File: src/rtl/snake_grid_engine_if.sv
// Purpose: groups the snake core's steering, scan-position, game-state and
//          result signals into one bundle.
// Ports (signals):
//   direction  [1:0]  requested heading (00 up, 01 right, 10 down, 11 left)
//   x_in       [9:0]  current VGA pixel column
//   y_in       [9:0]  current VGA pixel row
//   game_state [2:0]  0 START, 1 INGAME, other values freeze the game
//   entity     [1:0]  entity at the previous cycle's pixel
//   tail_count [7:0]  number of body segments (score)
//   game_over         sticky collision flag
//   game_won          sticky win flag
// Modports: master drives the inputs of the core, slave is the core itself.
interface snake_grid_engine_if;
  logic [1:0] direction;
  logic [9:0] x_in;
  logic [9:0] y_in;
  logic [2:0] game_state;
  logic [1:0] entity;
  logic [7:0] tail_count;
  logic       game_over;
  logic       game_won;

  modport master (
    output direction, x_in, y_in, game_state,
    input  entity, tail_count, game_over, game_won
  );

  modport slave (
    input  direction, x_in, y_in, game_state,
    output entity, tail_count, game_over, game_won
  );
endinterface

File: src/rtl/snake_grid_engine.sv
// Purpose: snake game core on a GRID_W x GRID_H cell grid. Derives a move
//          tick from the VGA scan position, moves the snake one cell per
//          tick, handles apple eating, growth, wall/self collision, and
//          reports the entity under the current pixel one cycle later.
// Ports:
//   vga_clk  single pixel/system clock, rising edge
//   reset_p  asynchronous active-high reset
//   bus      snake_grid_engine_if.slave (direction, x_in, y_in, game_state
//            in; entity, tail_count, game_over, game_won out, registered)
module snake_grid_engine #(
  parameter int unsigned CELL_BITS     = 4,
  parameter int unsigned GRID_W        = 40,
  parameter int unsigned GRID_H        = 30,
  parameter int unsigned MAX_TAIL      = 16,
  parameter int unsigned UPDATE_FRAMES = 8,
  parameter logic [15:0] APPLE_SEED    = 16'hACE1
) (
  input  logic                vga_clk,
  input  logic                reset_p,
  snake_grid_engine_if.slave  bus
);

  localparam int unsigned XW    = $clog2(GRID_W);
  localparam int unsigned YW    = $clog2(GRID_H);
  localparam int unsigned TW    = 8;
  localparam int unsigned PIX_W = GRID_W << CELL_BITS;
  localparam int unsigned PIX_H = GRID_H << CELL_BITS;

  localparam logic [2:0] GS_START  = 3'd0;
  localparam logic [2:0] GS_INGAME = 3'd1;

  typedef enum logic [1:0] {
    DIR_UP    = 2'b00,
    DIR_RIGHT = 2'b01,
    DIR_DOWN  = 2'b10,
    DIR_LEFT  = 2'b11
  } dir_e;

  logic [XW-1:0] head_x_q, head_x_d;
  logic [YW-1:0] head_y_q, head_y_d;
  dir_e          heading_q, heading_d;
  dir_e          pending_q, pending_d;
  logic [XW-1:0] seg_x_q [MAX_TAIL];
  logic [XW-1:0] seg_x_d [MAX_TAIL];
  logic [YW-1:0] seg_y_q [MAX_TAIL];
  logic [YW-1:0] seg_y_d [MAX_TAIL];
  logic [TW-1:0] tail_q, tail_d;
  logic [XW-1:0] apple_x_q, apple_x_d;
  logic [YW-1:0] apple_y_q, apple_y_d;
  logic          over_q, over_d;
  logic          won_q, won_d;
  logic [1:0]    entity_q, entity_d;
  logic [2:0]    frame_cnt_q, frame_cnt_d;
  logic          was_upd_q, was_upd_d;
  logic [15:0]   lfsr_q, lfsr_d;

  logic          frame_end, frame_new, tick, act;
  logic          wall, self_hit;
  logic [XW-1:0] next_x, reloc_x, cell_x;
  logic [YW-1:0] next_y, reloc_y, cell_y;
  logic [5:0]    rnd_x;
  logic [4:0]    rnd_y;
  logic          in_range, body_hit;

  // Next-state logic: tick generation, heading, movement, apple, entity.
  always_comb begin
    head_x_d    = head_x_q;
    head_y_d    = head_y_q;
    heading_d   = heading_q;
    seg_x_d     = seg_x_q;
    seg_y_d     = seg_y_q;
    tail_d      = tail_q;
    apple_x_d   = apple_x_q;
    apple_y_d   = apple_y_q;
    over_d      = over_q;
    won_d       = won_q;
    frame_cnt_d = frame_cnt_q;
    wall        = 1'b0;
    self_hit    = 1'b0;
    body_hit    = 1'b0;
    next_x      = head_x_q;
    next_y      = head_y_q;

    // Fibonacci LFSR, taps 16,14,13,11; free-running.
    lfsr_d = {lfsr_q[14:0], lfsr_q[15] ^ lfsr_q[13] ^ lfsr_q[12] ^ lfsr_q[10]};

    // Count only the first cycle of a held frame-end position.
    frame_end = (bus.x_in == 10'(PIX_W - 1)) && (bus.y_in == 10'(PIX_H - 1));
    was_upd_d = frame_end;
    frame_new = frame_end && !was_upd_q;
    tick      = frame_new && (frame_cnt_q == 3'(UPDATE_FRAMES - 1));
    if (frame_new) frame_cnt_d = tick ? 3'd0 : frame_cnt_q + 3'd1;

    // A direction that reverses the current heading is ignored.
    pending_d = (bus.direction == (heading_q ^ 2'b10)) ? pending_q : dir_e'(bus.direction);

    // Candidate head one cell along the pending heading; walls flagged.
    unique case (pending_q)
      DIR_UP:    if (head_y_q == '0) wall = 1'b1; else next_y = head_y_q - YW'(1);
      DIR_DOWN:  if (head_y_q == YW'(GRID_H - 1)) wall = 1'b1; else next_y = head_y_q + YW'(1);
      DIR_LEFT:  if (head_x_q == '0) wall = 1'b1; else next_x = head_x_q - XW'(1);
      DIR_RIGHT: if (head_x_q == XW'(GRID_W - 1)) wall = 1'b1; else next_x = head_x_q + XW'(1);
    endcase

    for (int i = 0; i < MAX_TAIL; i++) begin
      if ((TW'(i) < tail_q) && (seg_x_q[i] == next_x) && (seg_y_q[i] == next_y)) self_hit = 1'b1;
    end

    // Fold LFSR slices into the grid by a single conditional subtraction.
    rnd_x   = lfsr_q[5:0];
    rnd_y   = lfsr_q[12:8];
    reloc_x = XW'((rnd_x >= 6'(GRID_W)) ? rnd_x - 6'(GRID_W) : rnd_x);
    reloc_y = YW'((rnd_y >= 5'(GRID_H)) ? rnd_y - 5'(GRID_H) : rnd_y);

    act = tick && (bus.game_state == GS_INGAME) && !over_q && !won_q;

    if (bus.game_state == GS_START) begin
      head_x_d    = XW'(20);
      head_y_d    = YW'(15);
      heading_d   = DIR_RIGHT;
      pending_d   = DIR_RIGHT;
      tail_d      = '0;
      apple_x_d   = XW'(30);
      apple_y_d   = YW'(15);
      over_d      = 1'b0;
      won_d       = 1'b0;
      frame_cnt_d = '0;
    end else if (act) begin
      heading_d = pending_q;
      if (wall || self_hit) begin
        over_d = 1'b1;
      end else begin
        seg_x_d[0] = head_x_q;
        seg_y_d[0] = head_y_q;
        for (int i = 1; i < MAX_TAIL; i++) begin
          seg_x_d[i] = seg_x_q[i-1];
          seg_y_d[i] = seg_y_q[i-1];
        end
        head_x_d = next_x;
        head_y_d = next_y;
        if ((next_x == apple_x_q) && (next_y == apple_y_q)) begin
          tail_d    = tail_q + TW'(1);
          apple_x_d = reloc_x;
          apple_y_d = reloc_y;
          if ((tail_q + TW'(1)) == TW'(MAX_TAIL)) won_d = 1'b1;
        end
      end
    end

    // Entity lookup for the current pixel: head > body > apple > empty.
    in_range = (bus.x_in < 10'(PIX_W)) && (bus.y_in < 10'(PIX_H));
    cell_x   = XW'(bus.x_in >> CELL_BITS);
    cell_y   = YW'(bus.y_in >> CELL_BITS);
    for (int i = 0; i < MAX_TAIL; i++) begin
      if ((TW'(i) < tail_q) && (seg_x_q[i] == cell_x) && (seg_y_q[i] == cell_y)) body_hit = 1'b1;
    end
    entity_d = 2'b00;
    if (bus.game_state != GS_START && in_range) begin
      if ((cell_x == head_x_q) && (cell_y == head_y_q)) entity_d = 2'b01;
      else if (body_hit)                                 entity_d = 2'b10;
      else if ((cell_x == apple_x_q) && (cell_y == apple_y_q)) entity_d = 2'b11;
    end
  end

  // State registers.
  always_ff @(posedge vga_clk or posedge reset_p) begin
    if (reset_p) begin
      head_x_q    <= XW'(20);
      head_y_q    <= YW'(15);
      heading_q   <= DIR_RIGHT;
      pending_q   <= DIR_RIGHT;
      seg_x_q     <= '{default: '0};
      seg_y_q     <= '{default: '0};
      tail_q      <= '0;
      apple_x_q   <= XW'(30);
      apple_y_q   <= YW'(15);
      over_q      <= 1'b0;
      won_q       <= 1'b0;
      entity_q    <= 2'b00;
      frame_cnt_q <= '0;
      was_upd_q   <= 1'b0;
      lfsr_q      <= APPLE_SEED;
    end else begin
      head_x_q    <= head_x_d;
      head_y_q    <= head_y_d;
      heading_q   <= heading_d;
      pending_q   <= pending_d;
      seg_x_q     <= seg_x_d;
      seg_y_q     <= seg_y_d;
      tail_q      <= tail_d;
      apple_x_q   <= apple_x_d;
      apple_y_q   <= apple_y_d;
      over_q      <= over_d;
      won_q       <= won_d;
      entity_q    <= entity_d;
      frame_cnt_q <= frame_cnt_d;
      was_upd_q   <= was_upd_d;
      lfsr_q      <= lfsr_d;
    end
  end

  assign bus.entity     = entity_q;
  assign bus.tail_count = tail_q;
  assign bus.game_over  = over_q;
  assign bus.game_won   = won_q;

endmodule

File: src/flat_wrapper.sv
// flat-port wrapper written by rule: the top's interface ports become plain ports
module snake_grid_engine_flat 
#(
  parameter int unsigned CELL_BITS     = 4,
  parameter int unsigned GRID_W        = 40,
  parameter int unsigned GRID_H        = 30,
  parameter int unsigned MAX_TAIL      = 16,
  parameter int unsigned UPDATE_FRAMES = 8,
  parameter logic [15:0] APPLE_SEED    = 16'hACE1
)
  (vga_clk, reset_p, bus_direction, bus_x_in, bus_y_in, bus_game_state, bus_entity, bus_tail_count, bus_game_over, bus_game_won);
  snake_grid_engine_if bus_i ();
  input  logic vga_clk;
  input  logic reset_p;
  input wire logic [$bits(bus_i.direction)-1:0] bus_direction;
  input wire logic [$bits(bus_i.x_in)-1:0] bus_x_in;
  input wire logic [$bits(bus_i.y_in)-1:0] bus_y_in;
  input wire logic [$bits(bus_i.game_state)-1:0] bus_game_state;
  output wire logic [$bits(bus_i.entity)-1:0] bus_entity;
  output wire logic [$bits(bus_i.tail_count)-1:0] bus_tail_count;
  output wire logic [$bits(bus_i.game_over)-1:0] bus_game_over;
  output wire logic [$bits(bus_i.game_won)-1:0] bus_game_won;
  assign bus_i.direction = bus_direction;
  assign bus_i.x_in = bus_x_in;
  assign bus_i.y_in = bus_y_in;
  assign bus_i.game_state = bus_game_state;
  assign bus_entity = bus_i.entity;
  assign bus_tail_count = bus_i.tail_count;
  assign bus_game_over = bus_i.game_over;
  assign bus_game_won = bus_i.game_won;
  snake_grid_engine #(.CELL_BITS(CELL_BITS), .GRID_W(GRID_W), .GRID_H(GRID_H), .MAX_TAIL(MAX_TAIL), .UPDATE_FRAMES(UPDATE_FRAMES), .APPLE_SEED(APPLE_SEED)) u_core (.vga_clk(vga_clk), .reset_p(reset_p), .bus(bus_i));
endmodule
File: config.mk
export PLATFORM = sky130hd
export DESIGN_NAME = snake_grid_engine_flat
export DESIGN_NICKNAME = d
export VERILOG_FILES = /design/src/rtl/snake_grid_engine_if.sv /design/src/rtl/snake_grid_engine.sv /design/src/flat_wrapper.sv
export SDC_FILE = /design/constraint.sdc
export NUM_CORES = 1
export LEC_CHECK = 0
export BUFFER_PORTS_ARGS = -buffer_cell sky130_fd_sc_hd__buf_2
export CAP_MARGIN = 10
export CORE_MARGIN = 4
export CORE_UTILIZATION = 46
export DETAILED_ROUTE_END_ITERATION = 8
export GPL_ROUTABILITY_DRIVEN = 0
export PLACE_DENSITY = 0.7
export SYNTH_ARGS = -nofsm -noshare
export SYNTH_HDL_FRONTEND = slang
export SYNTH_SLANG_ARGS = --single-unit
File: constraint.sdc
create_clock -name vga_clk -period 27.8 [get_ports vga_clk]
set_clock_uncertainty 0.15 [all_clocks]
set_input_delay 8.34 -clock vga_clk [delete_from_list [all_inputs] [get_ports vga_clk]]
set_output_delay 8.34 -clock vga_clk [all_outputs]
set_load 0.05 [all_outputs]
# [Word level (Yosys, flattened, before mapping)]
# Index checks and enable logic that the tools add are counted.
[totals] reg_bits=234 out_inout_bits=12 ramBits=0 rom_bits=0 n_memories=0 input_bits=27 latchBits=0 elab_cells=338
[op_classes] n_addsub=8 n_mux=82 shifts=0 reduce_logical=94 n_eq_ne=83 n_lt_le_gt_ge=20 n_mul=0 div=0 bitwise_logic=6
[ops] operator="== test 6 bit" n=35
[ops] operator="== test 5 bit" n=35
[ops] operator="logical AND 1 bit" n=75
[ops] operator="< comparator 4 x 8 -> 1 bit, first input constant" n=8
[ops] operator="2-to-1 mux 6 bit" n=10
[ops] operator="2-to-1 mux 5 bit" n=10
[ops] operator="2-to-1 mux 1 bit" n=44
[ops] operator="< comparator 3 x 8 -> 1 bit, first input constant" n=4
[ops] operator="2-to-1 mux 8 bit" n=4
[ops] operator="< comparator 1 x 8 -> 1 bit, first input constant" n=2
[ops] operator="< comparator 2 x 8 -> 1 bit, first input constant" n=2
[ops] operator="2-to-1 mux 2 bit" n=8
[ops] operator="case mux 6 bit (2 select lines)" n=1
[ops] operator="== test 10 bit, second input constant" n=1
[ops] operator="== test 10 x 9 -> 1 bit, second input constant" n=1
[ops] operator="< comparator 10 bit, second input constant" n=1
[ops] operator="< comparator 10 x 9 -> 1 bit, second input constant" n=1
[ops] operator="case mux 5 bit (2 select lines)" n=1
[ops] operator="nonzero test 2 bit" n=5
[ops] operator="2-to-1 mux 3 bit" n=3
[ops] operator="adder 8 x 1 -> 8 bit, second input constant" n=1
[ops] operator="== test 8 x 5 -> 1 bit, second input constant" n=1
[ops] operator="adder 6 x 1 -> 6 bit, second input constant" n=1
[ops] operator="== test 6 bit, second input constant" n=1
[ops] operator="29 further kinds" n=38

# [Longest topological paths before layout]
# Gate-level depths: netlist of the first run.
[depth] word_depth=26 ltp_mapped=18 mapped_depth_nobuf=13

# [Least setup slack after synthesis of the first run]
# Ideal clock, no wire load.
[synth_path] kind="input -> register" startpoint="input port bus_x_in[5]" endpoint="register u_core.tail_q[3] (netlist: u_core.bus.tail_count[3])" n_path_buf=2 setup_ps=120 path_slack_ps=16645 cell_stages=10 required_time_ps=27530 arrival_time_ps=10885 path_cell_list="clkbuf_1 and4_1 nand4_1 or4_1 nor3_1 nand4_1 nor3_4 buf_6 a31oi_1 a41o_1"
[synth_via] elab_chain_len=9
[synth_lines] item="from (decl)" line_no="flat_wrapper.sv:16" rtl="input wire logic [$bits(bus_i.x_in)-1:0] bus_x_in;"
[synth_lines] item="== test 10 bit" line_no="snake_grid_engine.sv:88" rtl="frame_end = (bus.x_in == 10'(PIX_W - 1)) && (bus.y_in == 10'(PIX_H - 1));"
[synth_lines] item="logical AND 1 bit" line_no="snake_grid_engine.sv:88"
[synth_lines] item="logical AND 1 bit" line_no="snake_grid_engine.sv:90" rtl="frame_new = frame_end && !was_upd_q;"
[synth_lines] item="logical AND 1 bit" line_no="snake_grid_engine.sv:91" rtl="tick = frame_new && (frame_cnt_q == 3'(UPDATE_FRAMES - 1));"
[synth_lines] item="logical AND 1 bit (3 in a row)" line_no="snake_grid_engine.sv:115" rtl="act = tick && (bus.game_state == GS_INGAME) && !over_q && !won_q;"
[synth_lines] item="nonzero test 2 bit (no line)"
[synth_lines] item="AND reduction 3 bit (no line)"
[synth_lines] item="to (signal assigned)" line_no="snake_grid_engine.sv:190" rtl="tail_q <= tail_d;"
[synth_lines] item="to (decl)" line_no="snake_grid_engine.sv:47" rtl="logic [TW-1:0] tail_q, tail_d;"
# Every way passes these cells.
# A chain may end at the register's enable or synchronous reset.

# [Final worst setup path of the first run]
[layout_path] startpoint="input port bus_y_in[4]" endpoint="register u_core.seg_x_q[46] (netlist name)"
[layout_via] elab_chain_len=8
[layout_lines] item="from (decl)" line_no="flat_wrapper.sv:17" rtl="input wire logic [$bits(bus_i.y_in)-1:0] bus_y_in;"
[layout_lines] item="== test 10 x 9 -> 1 bit" line_no="snake_grid_engine.sv:88"
[layout_lines] item="logical AND 1 bit" line_no="snake_grid_engine.sv:88"
[layout_lines] item="logical AND 1 bit" line_no="snake_grid_engine.sv:90"
[layout_lines] item="logical AND 1 bit" line_no="snake_grid_engine.sv:91"
[layout_lines] item="logical AND 1 bit (3 in a row)" line_no="snake_grid_engine.sv:115"
[layout_lines] item="AND reduction 3 bit (no line)"
[layout_lines] item="to (signal assigned)" line_no="snake_grid_engine.sv:188" rtl="seg_x_q <= seg_x_d;"
[layout_lines] item="to (decl)" line_no="snake_grid_engine.sv:43" rtl="logic [XW-1:0] seg_x_q [MAX_TAIL];"
# Every way passes these cells.

==> summary.txt, run 1 <==
Status
  – Outcome: complete, no violations

STA
  – Worst slew pin tran: about 1.1 ns
  – Final setup TNS: 0 ns
  – Slew Limit Headroom: roughly 24%
  – RSZ-0062 raised after global routing: false
  – Slew Viols, Final: 0
  – Peak Freq: 0.0836 GHz
  – Final hold slack: slightly above 0.2 ns
  – Tmin final: 11.96 ns
  – # setup viols final: 0
  – Fin. Hold Viols: 0
  – Period utilisation layout: 43.0%

Floorplanning
  – Die X: between 150 and 200 µm
  – Die outline height: 192 µm
  – Starting Density: roughly 47%
  – IO Pins: 39
  – Die area: ~37000 µm²
  – Row cnt: 66
  – Core box area: 32900 µm²

Critical path
  – CP peak stage delay: 0.79 ns
  – Worst path cell trace: buf_2, nand4_1, or3_1, or4_1, nor3_4, buf_4, buf_4, mux2_1
  – Worst flop-to-flop path startpoint: u_core.head_x_q[1]$_DFFE_PP0P_
  – Worst setup SP type: input pin
  – CP endpoint kind: register
  – Worst EP arrival: 12.22 ns
  – WS Path Type: in -> reg
  – Critical Path RT: 28.06 ns
  – Crit-path most repeated cell: buf_4
  – Crit. Startpoint: bus_y_in[4]
  – Worst Path Max Fanout: 54
  – Max stage delay cell, worst path: buf_4

Routing
  – DRC viols: 0
  – Vias per cell: 6.06
  – Initial DRC Count: between 1k and 1.5k
  – Drt first pass iters: 7
  – WL final: 45000 µm
  – ANT nets after route: 0
  – Routed len/inst: ~24 µm
  – Vias: 11.4k

Logic synthesis
  – Mapped cell area: 15500 µm²
  – Mapped Nets: about 1.5k
  – Seq/Total Area, Yosys: 38.0%
  – Mux cell area share after synthesis: 16.3%
  – Compound-cell area share of the yosys netlist: 8.19%
  – Post-Synth Simple-Gate Area: between 10% and 20%
  – Top_reg_cell synth: dfrtp_1
  – Adder-cell share of the synthesized area: 0.968%
  – Syn Inst Count: between 1k and 1.5k
  – Post-synthesis register bit count: 234
  – Mean area per synthesized cell: ~11 µm²
  – Largest family of logic cells by synthesized area: XOR/XNOR gates
  – Post-synth EDFFs: 0
  – Number of synthesis warnings: 0
  – Post-Synth XOR/XNOR Area: between 20 and 25%
  – Synth unique cells: between 80 and 90
  – Synth area leader: dfrtp_1
  – Area contributors post-synth: dfrtp_1, xnor2_1, mux2_4
  – Asr flop ratio synth: 100%
  – Post-synth top area share: 33.9%

Global route
  – Initial antenna violation count: 0
  – Largest net degree at the start of global routing: 105
  – Grt ovf: 0
  – GRT Util Overall: 24.4%
  – Number of global-route vias before repair: 11.3k
  – First-pass GRT wire length: 69700 µm

Power and ir drop
  – Pwr/cell area: 48.1 nW/µm²
  – Leakage power: 7.40 nW
  – Peak VDD IR: 0.0417 mV

CTS
  – Root Driver: clkbuf_16
  – Reg clk slew, reported paths: 0.06 ns
  – Clk Latency, worst-skew pair: around 0.54 ns
  – PostCTS Resize Cnt: 0
  – CTS tree: built
  – Num CTS Buffers: 26
  – CTS Buffer Depth: 3
  – Setup bufs post-CTS: 0
  – CTS Hold Bufs: 0
  – Clock sinks: 234
  – H-Tree Depth: 1

Final layout
  – Register area: 5890 µm²
  – Area of the multi-input gates: 8930 µm²
  – Fillers: 2900
  – Layout cells sized above 1: 18.4%
  – Fin util: 51.0%
  – Commonest cells after routing, fill and taps aside: dfrtp_1, xnor2_1, xor2_1
  – Layout area overhead: 8.08%
  – Commonest non-fill, non-tap cell in the layout: dfrtp_1
  – N_diodes: 0
  – Final std cells w/o fill: 1874
  – Nets: roughly 1.5k

Run
  – # Max-Cap Violations: 0

Min path
  – Hold Path Origin: u_core.lfsr_q[14]$_DFF_PP0_
  – Worst hold-check path type: reg -> reg

Placed design
  – Port Buffer Count: 38
  – Dpl hpwl: 30100 µm
  – Placed Cells: 1827
registers in the layout, indices dropped and copies added, names as in the netlist, 2 cells and up:
register and count:
u_core.seg_y_q 80, u_core.head_x_q 6, u_core.pending_q 2, u_core.head_y_q 5
u_core.bus.entity 2, u_core.heading_q 2, u_core.lfsr_q 16, u_core.frame_cnt_q 3
u_core.apple_x_q 6, u_core.seg_x_q 96, u_core.apple_y_q 5, u_core.bus.tail_count 8
cell usage after synthesis, types with 5 or more instances:
library cell	count
a2111oi_0	6
a211oi_1	10
a21oi_1	40
a31oi_1	11
and3_1	5
buf_1	8
buf_2	21
buf_4	8
buf_6	15
buf_8	9
clkbuf_1	31
dfrtp_1	210
dfstp_2	24
ha_1	12
inv_1	27
mux2_1	69
mux2_4	100
mux2i_1	24
nand2_1	63
nand2b_1	14
nand3_1	31
nand4_1	46
nand4b_1	5
nor2_1	30
nor3_1	33
nor4_1	40
o2111ai_1	9
o211ai_1	6
o21ai_0	32
o22ai_1	6
or2_2	5
or3_1	8
xnor2_1	200
xor2_1	158
metal layers:
metal	part of all wire [%]	track usage, %	vias to the layer above
li1	-	-	5012
met4	3.8	8.78	0
met3	9.0	4.69	110
met5	0	0	-
met2	44	36.7	486
met1	43	35.2	5745
power breakdown:
part	internal (mW)	switching (mW)	total (mW)
logic	0.0301	0.0599	0.0901
clock network	0.227	0.145	0.372
registers	0.341	0.00244	0.344
worst paths after layout:
| check | to | slack [ns] | depth (start not counted) |
|---|---|---|---|
| min in group asynchronous | u_core.seg_y_q[37]$_DFFE_PP0P_ | 7.79 | 2 |
| max in group asynchronous | u_core.seg_x_q[45]$_DFFE_PP0P_ | 17.51 | 4 |
| hold / removal | u_core.lfsr_q[15]$_DFF_PP1_ | 0.20 | 0 |
| hold reg to reg | u_core.lfsr_q[15]$_DFF_PP1_ | 0.20 | 0 |
| setup reg to reg | u_core.seg_x_q[46]$_DFFE_PP0P_ | 20.90 | 15 |
| setup / recovery | u_core.seg_x_q[46]$_DFFE_PP0P_ | 15.84 | 8 |
cells by family after synthesis:
family,count (synthesis)
flip-flops,234
XOR/XNOR,360
AND/OR/NAND/NOR,317
multiplexers,194
buffers and inverters,120
AO/OA/AOI/OAI,181
adder cells (fa/ha/maj),12
layout make-up:
cell class              count  area share (%)
flip-flops and latches    234            35.1
repair buffers             59            2.08
inverters                  28           0.672
multi-input cells        1064            53.3
clock inverters            14            1.08
well taps                 442            3.30
clock buffers              33            4.46
worst max-delay path, delay by kind of cell:
family                 cells  cell delay (ns)
AND/OR/NAND/NOR            4             1.29
buffers and inverters      3             2.13
multiplexers               1             0.39
per-stage QoR:
stage	total power [mW]	worst slack, ns	instance area, µm²
floorplan	0.412	12.93	15500
global placement	0.436	15.40	15800
detailed placement	0.438	15.34	15800
CTS	0.811	15.90	16800
global route	0.832	15.69	16800
finish	0.806	15.84	16800
Power figures use the tool's default switching activity.
==> inputs of run 2 (changes only) <==
--- a/config.mk
+++ b/config.mk
@@ -11,7 +11,7 @@
 export CORE_UTILIZATION = 46
 export DETAILED_ROUTE_END_ITERATION = 8
 export GPL_ROUTABILITY_DRIVEN = 0
-export PLACE_DENSITY = 0.7
+export PLACE_DENSITY = 0.72
 export SYNTH_ARGS = -nofsm -noshare
 export SYNTH_HDL_FRONTEND = slang
 export SYNTH_SLANG_ARGS = --single-unit
==> constraint.sdc (replaced) <==
create_clock -name vga_clk -period 10.7 [get_ports vga_clk]
set_clock_uncertainty 0.15 [all_clocks]
set_input_delay 3.21 -clock vga_clk [delete_from_list [all_inputs] [get_ports vga_clk]]
set_output_delay 3.21 -clock vga_clk [all_outputs]
set_load 0.05 [all_outputs]
==> run 2 against run 1 <==
Against the previous run:
- sequential power rose to 2.6 times the previous value
- design area decreased by 0.62%
- via count is 1.4% higher
- critical path type unchanged
- setup slack got worse by 12 ns
- routed wire length is 0.59% lower
- combinational power rose to 2.6 times the previous value
- largest power group unchanged
==> summary.txt, run 2 (synthesis gave the netlist of run 1 again) <==
Power and ir drop
  – Leakage power: 7.35 nW (was 7.40 nW)
  – Peak VDD IR: 0.116 mV (was 0.0417 mV)
  – Pwr/cell area: 122 nW/µm² (was 48.1 nW/µm²)

Routing
  – ANT nets after route: 0 (unchanged)
  – Vias per cell: 6.15 (was 6.06)
  – Initial DRC Count: 1291 (was 1183)
  – Routed len/inst: 23.9 µm (was 24.0 µm)
  – Drt first pass iters: 5 (was 7)
  – WL final: 44700 µm (was 45000 µm)
  – DRC viols: 0 (unchanged)
  – Vias: 11.5k (was 11.4k)

Final layout
  – Most flops, register: u_core.seg_x_q (unchanged)
  – Nets: 1448 (was 1452)
  – Commonest cells after routing, fill and taps aside: dfrtp_1, xnor2_1, xor2_1 (unchanged)
  – Commonest non-fill, non-tap cell in the layout: dfrtp_1 (unchanged)
  – Layout cells sized above 1: 17.9% (was 18.4%)
  – Register area: 5890 µm² (unchanged)
  – Fillers: 2965 (was 2900)
  – Layout area overhead: 7.41% (was 8.08%)
  – Area of the multi-input gates: 8940 µm² (was 8930 µm²)
  – Final std cell area, no fill: 16700 µm² (was 16800 µm²)
  – Final std cells w/o fill: 1871 (was 1874)
  – Largest register FFs: 96 (unchanged)
  – N_diodes: 0 (unchanged)
  – Largest registers: u_core.seg_x_q x96, u_core.seg_y_q x80, u_core.lfsr_q x16 (unchanged)

CTS
  – Num CTS Buffers: 26 (unchanged)
  – PostCTS Resize Cnt: 0 (unchanged)
  – Reg clk slew, reported paths: 0.06 ns (about the same)
  – Root Driver: clkbuf_16 (unchanged)
  – Setup bufs post-CTS: 0 (unchanged)
  – CTS Buffer Depth: 3 (unchanged)
  – H-Tree Depth: 1 (unchanged)
  – CTS Hold Bufs: 0 (unchanged)
  – Clock sinks: 234 (unchanged)
  – Clk Latency, worst-skew pair: 0.55 ns (was 0.54 ns)
  – CTS tree: built (unchanged)

Critical path
  – Worst Path Max Fanout: 64 (was 54)
  – CP endpoint kind: register (unchanged)
  – CP peak stage delay: 0.89 ns (was 0.79 ns)
  – Critical Path RT: 10.96 ns (was 28.06 ns)
  – Crit-path most repeated cell: buf_4 (unchanged)
  – Max stage delay cell, worst path: buf_4 (unchanged)
  – Worst setup SP type: input pin (unchanged)
  – Worst EP arrival: 7.05 ns (was 12.22 ns)
  – Worst path cell trace: buf_2, nand4_1, or3_1, or4_1, nor3_4, buf_4, buf_4, mux2_1 (unchanged)
  – WS Path Type: in -> reg (unchanged)

Global route
  – Grt ovf: 0 (unchanged)
  – Largest net degree at the start of global routing: 84 (was 105)
  – First-pass GRT wire length: 68700 µm (was 69700 µm)
  – Number of global-route vias before repair: 11.3k (about the same)
  – Initial antenna violation count: 1 (was 0)
  – GRT Util Overall: 24.1% (was 24.4%)

STA
  – Final setup TNS: 0 ns (unchanged)
  – Worst slew pin tran: 1.25 ns (was 1.13 ns)
  – Slew Viols, Final: 0 (unchanged)
  – Fin. Hold Viols: 0 (unchanged)
  – Slew Limit Headroom: 16.4% (was 24.2%)
  – Period utilisation layout: 63.4%
  – Peak Freq: 0.147 GHz
  – # setup viols final: 0 (unchanged)
  – RSZ-0062 raised after global routing: false (unchanged)
  – Tmin final: 6.79 ns
  – Setup ws final: 3.91 ns (was 15.84 ns)

Floorplanning
  – IO Pins: 39 (unchanged)
  – Die X: 192 µm (unchanged)
  – Core box area: 32900 µm² (unchanged)
  – Starting Density: 47.2% (unchanged)
  – Die area: 36700 µm² (unchanged)
  – Die outline height: 192 µm (unchanged)
  – Row cnt: 66 (unchanged)

Placed design
  – Dpl hpwl: 29900 µm (was 30100 µm)
  – Port Buffer Count: 38 (unchanged)
  – Placed instance area: 15800 µm² (about the same)
  – Dpl ws: 3.37 ns (was 15.34 ns)
  – Placed Cells: 1823 (was 1827)

Run
  – # Max-Cap Violations: 0 (unchanged)

Min path
  – Worst hold-check path type: reg -> reg (unchanged)

Status
  – Outcome: complete, no violations (unchanged)
==> run 2: cell type report <==
| cell class | count | share of cell area (%) |
|---|---|---|
| clock buffer | 35 | 4.42 |
| clock inverter | 13 | 0.691 |
| inverter | 28 | 0.676 |
| multi-input combinational | 1064 | 53.7 |
| sequential | 234 | 35.3 |
| tap | 442 | 3.32 |
| timing repair buffer | 55 | 1.91 |
==> run 2: per-stage QoR <==
stage	util (%)	total power, mW	hold WS (ns)
after floorplan	-	1.07	0.183
after global placement	48.1	1.13	0.185
after detailed placement	48.1	1.13	0.190
after CTS	50.7	2.03	0.204
after global routing	50.7	2.09	0.208
final	50.7	2.03	0.202
==> run 2: final timing paths <==
kind	from	end	slack, ns	cells after the start
max	bus_x_in[9]	u_core.seg_x_q[1]$_DFFE_PP0P_	3.91	8
min	u_core.lfsr_q[14]$_DFF_PP0_	u_core.lfsr_q[15]$_DFF_PP1_	0.20	0
max reg2reg	u_core.head_x_q[1]$_DFFE_PP0P_	u_core.seg_x_q[1]$_DFFE_PP0P_	4.07	15
min reg2reg	u_core.lfsr_q[14]$_DFF_PP0_	u_core.lfsr_q[15]$_DFF_PP1_	0.20	0
max in group asynchronous	reset_p	u_core.seg_x_q[5]$_DFFE_PP0P_	6.30	3
min in group asynchronous	reset_p	u_core.seg_x_q[44]$_DFFE_PP0P_	2.55	2
==> run 2: routing by layer <==
metal | up-vias | GRT usage, % | routed length (µm)
met5 | - | 0.137 | 0
met4 | 0 | 8.29 | 1740
met3 | 123 | 5.69 | 4700
met2 | 635 | 36.6 | 19500
met1 | 5738 | 33.9 | 18800
li1 | 5011 | - | -
==> run 2: report_power, final <==
group | switching, mW | internal (mW) | leakage [nW] | total [mW]
Sequential | 0.00711 | 0.887 | 3.15 | 0.894
Combinational | 0.153 | 0.0775 | 3.78 | 0.231
Clock | 0.389 | 0.512 | 0.420 | 0.901
Total | 0.550 | 1.48 | 7.35 | 2.03
==> run 2: worst max-delay path: cells and delay by family <==
family,cells,cell delay [ns]
and+or+nand+nor,4,1.38
buffers and inverters,3,1.96
muxes,1,0.40
